--- src/rtl/acc_cpu_pkg.sv ---
// Shared definitions for the accumulator CPU core: opcodes, instruction field
// positions and the sequencing FSM state type.
package acc_cpu_pkg;

    localparam logic [3:0] OP_MOV = 4'h0;
    localparam logic [3:0] OP_LDI = 4'h1;
    localparam logic [3:0] OP_ADD = 4'h2;
    localparam logic [3:0] OP_NOT = 4'h3;
    localparam logic [3:0] OP_AND = 4'h4;
    localparam logic [3:0] OP_OR  = 4'h5;
    localparam logic [3:0] OP_XOR = 4'h6;
    localparam logic [3:0] OP_SUB = 4'h7;
    localparam logic [3:0] OP_SHL = 4'h8;
    localparam logic [3:0] OP_SHR = 4'h9;
    localparam logic [3:0] OP_MUL = 4'hA;
    localparam logic [3:0] OP_NOP = 4'hF;

    localparam int OPC_HI  = 7;
    localparam int OPC_LO  = 4;
    localparam int OPR_HI  = 3;
    localparam int OPR_LO  = 0;
    localparam int DIR_BIT = 3;

    typedef enum logic {
        ST_IDLE,
        ST_MUL_RUN
    } state_e;

endpackage

--- src/rtl/acc_cpu_if.sv ---
// Instruction handshake, status and debug-read bundle between an instruction
// source (master) and acc_cpu_core (slave).
interface acc_cpu_if #(
    parameter int DATA_W = 8
);
    logic [7:0]        inst;
    logic              inst_valid;
    logic              inst_ready;
    logic [DATA_W-1:0] acc;
    logic              carry;
    logic              zero;
    logic              busy;
    logic              illegal;
    logic [2:0]        dbg_sel;
    logic [DATA_W-1:0] dbg_data;

    modport master (
        output inst, inst_valid, dbg_sel,
        input  inst_ready, acc, carry, zero, busy, illegal, dbg_data
    );

    modport slave (
        input  inst, inst_valid, dbg_sel,
        output inst_ready, acc, carry, zero, busy, illegal, dbg_data
    );
endinterface

--- src/rtl/acc_cpu_mul.sv ---
// Iterative shift-add multiplier, one partial product per cycle over DATA_W cycles.
// done/result are combinational so the owner can capture the product on the final edge.
module acc_cpu_mul #(
    parameter int DATA_W = 8
) (
    input  logic                  clk,
    input  logic                  rst_n,
    input  logic                  start,
    input  logic [DATA_W-1:0]     a,
    input  logic [DATA_W-1:0]     b,
    output logic                  done,
    output logic [2*DATA_W-1:0]   result
);
    localparam int CW = $clog2(DATA_W + 1);

    logic [2*DATA_W-1:0] mcand_q, mcand_d;
    logic [2*DATA_W-1:0] prod_q, prod_d;
    logic [DATA_W-1:0]   mplier_q, mplier_d;
    logic [CW-1:0]       cnt_q, cnt_d;

    always_comb begin
        mcand_d  = mcand_q;
        prod_d   = prod_q;
        mplier_d = mplier_q;
        cnt_d    = cnt_q;
        if (start) begin
            mcand_d  = {{DATA_W{1'b0}}, a};
            mplier_d = b;
            prod_d   = '0;
            cnt_d    = CW'(DATA_W);
        end else if (cnt_q != '0) begin
            if (mplier_q[0]) begin
                prod_d = prod_q + mcand_q;
            end
            mcand_d  = mcand_q << 1;
            mplier_d = mplier_q >> 1;
            cnt_d    = cnt_q - 1'b1;
        end
    end

    always_ff @(posedge clk or negedge rst_n) begin
        if (!rst_n) begin
            mcand_q  <= '0;
            prod_q   <= '0;
            mplier_q <= '0;
            cnt_q    <= '0;
        end else begin
            mcand_q  <= mcand_d;
            prod_q   <= prod_d;
            mplier_q <= mplier_d;
            cnt_q    <= cnt_d;
        end
    end

    // Last iteration is folded into the output so the product lands on edge T+DATA_W.
    assign done   = (cnt_q == CW'(1));
    assign result = prod_d;

endmodule

--- src/rtl/acc_cpu_core.sv ---
// Parametrised accumulator CPU core with valid/ready instruction handshake.
// Define ACC_CPU_MUL_EN to enable the multi-cycle MUL (0xA); otherwise 0xA is illegal.
module acc_cpu_core
    import acc_cpu_pkg::*;
#(
    parameter int DATA_W  = 8,
    parameter int REG_CNT = 8
) (
    input  logic     clk,
    input  logic     rst,
    acc_cpu_if.slave bus
);
    localparam int RW = $clog2(REG_CNT);

    state_e              state_q, state_d;
    logic [DATA_W-1:0]   c_q, c_d;
    logic [DATA_W-1:0]   regs_q [REG_CNT];
    logic [DATA_W-1:0]   regs_d [REG_CNT];
    logic                carry_q, carry_d;
    logic                zero_q, zero_d;
    logic                illegal_q, illegal_d;
    logic                busy_q, busy_d;
    logic                ready_q, ready_d;
    logic                c_we;
    logic                accept;
    logic [3:0]          opc;
    logic [RW-1:0]       n;
    logic [DATA_W-1:0]   r_n;
    logic [DATA_W:0]     add_res;
    logic [DATA_W:0]     sub_res;
    logic                unused_dbg_sel;

    assign opc     = bus.inst[OPC_HI:OPC_LO];
    assign n       = bus.inst[RW-1:0];
    assign r_n     = regs_q[n];
    assign accept  = bus.inst_valid & ready_q;
    assign add_res = {1'b0, c_q} + {1'b0, r_n};
    assign sub_res = {1'b0, c_q} - {1'b0, r_n};

`ifdef ACC_CPU_MUL_EN
    logic                mul_start;
    logic                mul_done;
    logic [2*DATA_W-1:0] mul_res;

    acc_cpu_mul #(.DATA_W(DATA_W)) u_mul (
        .clk    (clk),
        .rst_n  (rst),
        .start  (mul_start),
        .a      (c_q),
        .b      (r_n),
        .done   (mul_done),
        .result (mul_res)
    );
`endif

    always_comb begin
        state_d   = state_q;
        c_d       = c_q;
        regs_d    = regs_q;
        carry_d   = carry_q;
        zero_d    = zero_q;
        illegal_d = 1'b0;
        busy_d    = busy_q;
        ready_d   = ready_q;
        c_we      = 1'b0;
`ifdef ACC_CPU_MUL_EN
        mul_start = 1'b0;
`endif
        case (state_q)
            ST_IDLE: begin
                if (accept) begin
                    case (opc)
                        OP_MOV: begin
                            if (bus.inst[DIR_BIT]) begin
                                regs_d[n] = c_q;
                            end else begin
                                c_d  = r_n;
                                c_we = 1'b1;
                            end
                        end
                        OP_LDI: begin c_d = DATA_W'(bus.inst[OPR_HI:OPR_LO]); c_we = 1'b1; end
                        OP_ADD: begin {carry_d, c_d} = add_res; c_we = 1'b1; end
                        OP_NOT: begin c_d = ~r_n; c_we = 1'b1; end
                        OP_AND: begin c_d = c_q & r_n; c_we = 1'b1; end
                        OP_OR:  begin c_d = c_q | r_n; c_we = 1'b1; end
                        OP_XOR: begin c_d = c_q ^ r_n; c_we = 1'b1; end
                        OP_SUB: begin {carry_d, c_d} = sub_res; c_we = 1'b1; end
                        OP_SHL: begin carry_d = c_q[DATA_W-1]; c_d = c_q << 1; c_we = 1'b1; end
                        OP_SHR: begin carry_d = c_q[0]; c_d = c_q >> 1; c_we = 1'b1; end
                        OP_MUL: begin
`ifdef ACC_CPU_MUL_EN
                            mul_start = 1'b1;
                            state_d   = ST_MUL_RUN;
                            busy_d    = 1'b1;
                            ready_d   = 1'b0;
`else
                            illegal_d = 1'b1;
`endif
                        end
                        OP_NOP: ;
                        default: illegal_d = 1'b1;
                    endcase
                end
            end
            ST_MUL_RUN: begin
`ifdef ACC_CPU_MUL_EN
                if (mul_done) begin
                    c_d     = mul_res[DATA_W-1:0];
                    carry_d = |mul_res[2*DATA_W-1:DATA_W];
                    c_we    = 1'b1;
                    state_d = ST_IDLE;
                    busy_d  = 1'b0;
                    ready_d = 1'b1;
                end
`else
                state_d = ST_IDLE;
`endif
            end
            default: state_d = ST_IDLE;
        endcase
        // zero tracks C only when C is written; the reset value is deliberately 0.
        if (c_we) begin
            zero_d = (c_d == '0);
        end
    end

    always_ff @(posedge clk or negedge rst) begin
        if (!rst) begin
            state_q   <= ST_IDLE;
            c_q       <= '0;
            regs_q    <= '{default: '0};
            carry_q   <= 1'b0;
            zero_q    <= 1'b0;
            illegal_q <= 1'b0;
            busy_q    <= 1'b0;
            ready_q   <= 1'b1;
        end else begin
            state_q   <= state_d;
            c_q       <= c_d;
            regs_q    <= regs_d;
            carry_q   <= carry_d;
            zero_q    <= zero_d;
            illegal_q <= illegal_d;
            busy_q    <= busy_d;
            ready_q   <= ready_d;
        end
    end

    assign bus.inst_ready = ready_q;
    assign bus.acc        = c_q;
    assign bus.carry      = carry_q;
    assign bus.zero       = zero_q;
    assign bus.busy       = busy_q;
    assign bus.illegal    = illegal_q;
    assign bus.dbg_data   = regs_q[bus.dbg_sel[RW-1:0]];
    assign unused_dbg_sel = ^bus.dbg_sel;

endmodule

--- src/flat_wrapper.sv ---
// flat-port wrapper written by rule: the top's interface ports become plain ports
module acc_cpu_core_flat import acc_cpu_pkg::*;
#(
    parameter int DATA_W  = 8,
    parameter int REG_CNT = 8
)
  (clk, rst, bus_inst, bus_inst_valid, bus_dbg_sel, bus_inst_ready, bus_acc, bus_carry, bus_zero, bus_busy, bus_illegal, bus_dbg_data);
  acc_cpu_if #(.DATA_W(DATA_W)) bus_i ();
  input  logic clk;
  input  logic rst;
  input wire logic [$bits(bus_i.inst)-1:0] bus_inst;
  input wire logic [$bits(bus_i.inst_valid)-1:0] bus_inst_valid;
  input wire logic [$bits(bus_i.dbg_sel)-1:0] bus_dbg_sel;
  output wire logic [$bits(bus_i.inst_ready)-1:0] bus_inst_ready;
  output wire logic [$bits(bus_i.acc)-1:0] bus_acc;
  output wire logic [$bits(bus_i.carry)-1:0] bus_carry;
  output wire logic [$bits(bus_i.zero)-1:0] bus_zero;
  output wire logic [$bits(bus_i.busy)-1:0] bus_busy;
  output wire logic [$bits(bus_i.illegal)-1:0] bus_illegal;
  output wire logic [$bits(bus_i.dbg_data)-1:0] bus_dbg_data;
  assign bus_i.inst = bus_inst;
  assign bus_i.inst_valid = bus_inst_valid;
  assign bus_i.dbg_sel = bus_dbg_sel;
  assign bus_inst_ready = bus_i.inst_ready;
  assign bus_acc = bus_i.acc;
  assign bus_carry = bus_i.carry;
  assign bus_zero = bus_i.zero;
  assign bus_busy = bus_i.busy;
  assign bus_illegal = bus_i.illegal;
  assign bus_dbg_data = bus_i.dbg_data;
  acc_cpu_core #(.DATA_W(DATA_W), .REG_CNT(REG_CNT)) u_core (.clk(clk), .rst(rst), .bus(bus_i));
endmodule
--- config.mk ---
export PLATFORM = sky130hd
export DESIGN_NAME = acc_cpu_core_flat
export DESIGN_NICKNAME = d
export VERILOG_FILES = /design/src/rtl/acc_cpu_pkg.sv /design/src/rtl/acc_cpu_if.sv /design/src/rtl/acc_cpu_mul.sv /design/src/rtl/acc_cpu_core.sv /design/src/flat_wrapper.sv
export SDC_FILE = /design/constraint.sdc
export NUM_CORES = 1
export LEC_CHECK = 0
export CAP_MARGIN = 20
export CORE_AREA = 2 2 103 105
export CTS_CLUSTER_DIAMETER = 100
export DETAILED_ROUTE_END_ITERATION = 7
export DIE_AREA = 0 0 105 107
export GPL_TIMING_DRIVEN = 0
export HOLD_SLACK_MARGIN = 0.1
export PLACE_DENSITY = 0.79
export SLEW_MARGIN = 20
export SYNTH_ARGS = -nofsm -noshare
export SYNTH_HDL_FRONTEND = slang
export SYNTH_SLANG_ARGS = --single-unit
--- constraint.sdc ---
create_clock -name clk -period 2.9 [get_ports clk]
set_input_delay 0.435 -clock clk [delete_from_list [all_inputs] [get_ports clk]]
set_output_delay 0.435 -clock clk [all_outputs]
set_load 0.01 [all_outputs]
==> summary.md <==
| Metric | Value |
|---|---|
| Area grow syn2layout | 20.3% |
| Worst-path clk slew | ~0.08 ns |
| CP cell instances | buf_6 > buf_6 > buf_6 > o21ai_0 > o21ai_0 > nor2b_4 > ha_1 > o21bai_2 > a21oi_1 > xnor2_1 > a211oi_2 > a31oi_1 > o21a_1 > or4_4 > o41ai_2 |
| GRT Total Usage | 0.276 |
| Worst Path Buf+Inv | 3 |
| Max clock buf depth | 2 |
| TritonCTS clock tree | done |
| Clk network pwr share | 0.285 |
| Clk sinks | 75 |
| Sequential Power Share | 0.406 |
| Remaining Overflow, GRT | 0 |
| CP peak stage delay | 0.45 ns |
| Worst-margin pin slew | 0.557 ns |
| Synth unique cells | 64 |
| Comb pwr share | 0.309 |
| Die H | 107 µm |
| Clk_lat worst skew | 0.35 ns |
| Ant. Diodes | 0 |
| Routability congestion estimate | 0.926 |
| Tot Pwr | 3.09 mW |
| Port bufs | 25 |
| Initial DRC count | 374 |
| Register area share after synthesis | 0.352 |
| PwrDens | roughly 480 mW/mm² |
| Worst Skew | 0.00931 ns |
| Worst Hold Class | flip-flop to flip-flop |
| Slew margin rel. | 0.629 |
| WP data required | ~3.2 ns |
| DP HPWL | 11.3 mm |
| Vias | 4535 |
| Critical Setup Path Class | input port to flip-flop |
| Final wirelength | 15.2 mm |
| Std-Cell Rows | 37 |
| Routed Antenna Nets | 0 |
| Lkg Pwr | 2.80 nW |
| Mean area per synthesized cell | 10.4 µm² |
| Critical-path top delay cell | or4_4 |
| CP top delay family | compound AO/OA/AOI/OAI gates |
| CTS root buffer | clkbuf_8 |
| Net Sw Power | 1.04 mW |
| Synth area leader | dfrtp_1 |
| RSZ-0062 raised after global routing | true |
| Post-synthesis async set-or-reset flop share | 1.00 |
| Max FO, Critical Path | 10 |
| Post-synth top flop | dfrtp_1 |
| Fraction of layout instances using a drive strength above 1 | 0.302 |
| Total die area | 0.0112 mm² |
| Post-synth EDFFs | 0 |
| Top cells by area, synth | dfrtp_1, mux2_2, mux4_2 |
| Tcrit/Tclk final | 1.15 |
| Number of global-route vias before repair | 4435 |
| Die W | 105 µm |
| Switch share | 0.337 |
| Ys Warns | 0 |
| Tmin final | 3.34 ns |
| Setup violations, final | 4 |
| Worst hold slack | 0.486 ns |
| Fmax achieved | 0.299 GHz |
| Crit. End Element | flip-flop |
| Largest net degree at the start of global routing | 50 |
| Max VDD drop | 0.237 mV |
| WP data arrival | 3.59 ns |
| Initial Util | 0.529 |
| Final Hold Fails | 0 |
| Slew Limit Fails | 0 |
| Failing checks | setup timing |
| Syn Nets | 552 |
| Worst setup SP type | input port |
| Worst setup margin | -0.440 ns |
| # IOs | 35 |
| Maxcap violations | 0 |
| H-tree levels | 3 |
| Post-Syn Area | 0.00533 mm² |
| Drc violations | 0 |
| Layout Nets | 609 |
| Routed vias/inst | 6.40 |
| Internal Power | 2.05 mW |
| Post-layout util | 0.636 |
| Outcome | finished, violations left |
| #FFs+latches synth | 75 |
| Core Area | 0.0101 mm² |
| Initial antenna violation count | 0 |
| WL/cell | 21.4 µm |
| Sum Neg Setup Slack | -0.677 ns |
| DP Worst Slack | -1.02 ns |
| Synth top area share | 0.352 |
| Top cell by count, worst path | buf_6 |
| First-pass GRT wire length | 23.9 mm |
| Num CTS Buffers | 9 |
| Post-synthesis cell count | 511 |
| DRT Pass-1 Iters | 7 |
==> flip-flops by register name, summed over array words and instances (netlist names) <==
name	count
u_core.bus.acc	8
u_core.bus.carry	1
u_core.bus.illegal	1
u_core.bus.zero	1
u_core.regs_q	64
==> Yosys cell counts, types with 3 or more instances <==
| library cell | n |
|---|---|
| a211oi_1 | 6 |
| a21oi_1 | 21 |
| a221oi_1 | 4 |
| a22oi_1 | 5 |
| a2bb2oi_1 | 3 |
| and2_1 | 3 |
| and3_1 | 4 |
| buf_1 | 3 |
| buf_2 | 9 |
| buf_4 | 7 |
| clkbuf_1 | 11 |
| dfrtp_1 | 75 |
| ha_1 | 25 |
| inv_1 | 21 |
| mux2_2 | 45 |
| mux2i_1 | 13 |
| mux4_1 | 5 |
| mux4_2 | 21 |
| nand2_1 | 55 |
| nand2b_1 | 3 |
| nand3_1 | 10 |
| nand4_1 | 3 |
| nor2_1 | 20 |
| nor2b_1 | 5 |
| nor3_1 | 3 |
| nor4b_1 | 3 |
| o211ai_1 | 3 |
| o21ai_0 | 51 |
| o21bai_1 | 7 |
| o221ai_1 | 6 |
| o22ai_1 | 5 |
| o31ai_1 | 3 |
| xnor2_1 | 9 |
==> routing by layer <==
metal / GRT usage / up-vias / wire length, µm
li1: - / 2017 / -
met1: 0.378 / 2253 / 6270
met2: 0.457 / 229 / 7510
met3: 0.0249 / 36 / 983
met4: 0.112 / 0 / 410
met5: 0 / - / 0
==> what timing repair did <==
item | CTS | global route
hold buffers | 1 | 0
pin swaps | 16 | 4
setup buffers | 12 | 8
resized for setup | 43 | 8
endpoints found under the setup margin | 48 | 65
endpoints found under the hold margin | 26 | 0
cloned | 0 | 0
==> metrics by stage <==
| stage | cell area (µm²) | cells |
|---|---|---|
| 5_1_grt | 6420 | 709 |
| 6_report | 6420 | 709 |
| 3_5_place_dp | 5840 | 673 |
| 3_3_place_gp | 5820 | 672 |
| 4_1_cts | 6310 | 701 |
| 2_1_floorplan | 5400 | 511 |
==> final cells by class <==
cell class                 instances  area [µm²]
tap                              136         170
fill                             801        3670
buffer                            31         208
inverter                          23        86.3
multi-input combinational        381        3430
clock inverter                     6        88.8
clock buffer                      10         128
timing repair buffer              47         435
sequential                        75        1880
==> worst min-delay path, cell delays in order, from the launching register on <==
cell and delay, ns:
dfrtp_1 0.35, nand2_1 0.05, o31ai_1 0.05
==> power groups by stage <==
stage               Sequential, mW  Clock, mW  Combinational (mW)
detailed placement            1.27          0               0.834
global placement              1.26          0               0.808
finish                        1.26      0.881               0.956
CTS                           1.25      0.884               0.916
global route                  1.27      0.925                1.03
floorplan                     1.23          0               0.563
==> path summary, 6_finish.rpt <==
check,from,end,slack (ns),depth (start not counted)
max,bus_inst[0],u_core.bus.zero$_DFFE_PN0P_,-0.44,15
min,u_core.bus.carry$_DFFE_PN0P_,u_core.bus.carry$_DFFE_PN0P_,0.49,2
max reg2reg,u_core.regs_q[29]$_DFFE_PN0P_,u_core.bus.zero$_DFFE_PN0P_,-0.43,12
min reg2reg,u_core.bus.carry$_DFFE_PN0P_,u_core.bus.carry$_DFFE_PN0P_,0.49,2
max in group asynchronous,rst,u_core.regs_q[53]$_DFFE_PN0P_,1.81,3
min in group asynchronous,rst,u_core.regs_q[18]$_DFFE_PN0P_,0.54,2
==> cells by family after synthesis <==
logic type               count (synthesis)  share of synthesized area
AO/OA/AOI/OAI                          138                      0.171
AND/OR/NAND/NOR                        120                      0.111
multiplexers                            85                      0.236
flip-flops                              75                      0.352
buffers and inverters                   55                     0.0486
adder cells (fa/ha/maj)                 27                     0.0662
XOR/XNOR                                 9                     0.0148
other                                    2                    0.00141
==> layout by cell type (no fill, tap or decap), types with 4 or more instances in the layout <==
| cell | instances |
|---|---|
| dfrtp_1 | 75 |
| nand2_1 | 55 |
| o21ai_0 | 49 |
| mux2_2 | 42 |
| buf_4 | 26 |
| clkdlybuf4s50_1 | 24 |
| mux4_2 | 21 |
| nor2_1 | 19 |
| ha_1 | 19 |
| inv_1 | 17 |
| a21oi_1 | 16 |
| mux2i_1 | 12 |
| nand3_1 | 10 |
| xnor2_1 | 9 |
| clkbuf_8 | 9 |
| clkbuf_1 | 8 |
| buf_2 | 7 |
| inv_2 | 6 |
| buf_6 | 5 |
| mux4_1 | 5 |
| a22oi_1 | 5 |
| o22ai_1 | 5 |
| a21oi_2 | 5 |
| o221ai_1 | 5 |
| and3_1 | 4 |
| mux2_4 | 4 |
| a211oi_2 | 4 |
| ha_4 | 4 |
Power figures use the tool's default switching activity.
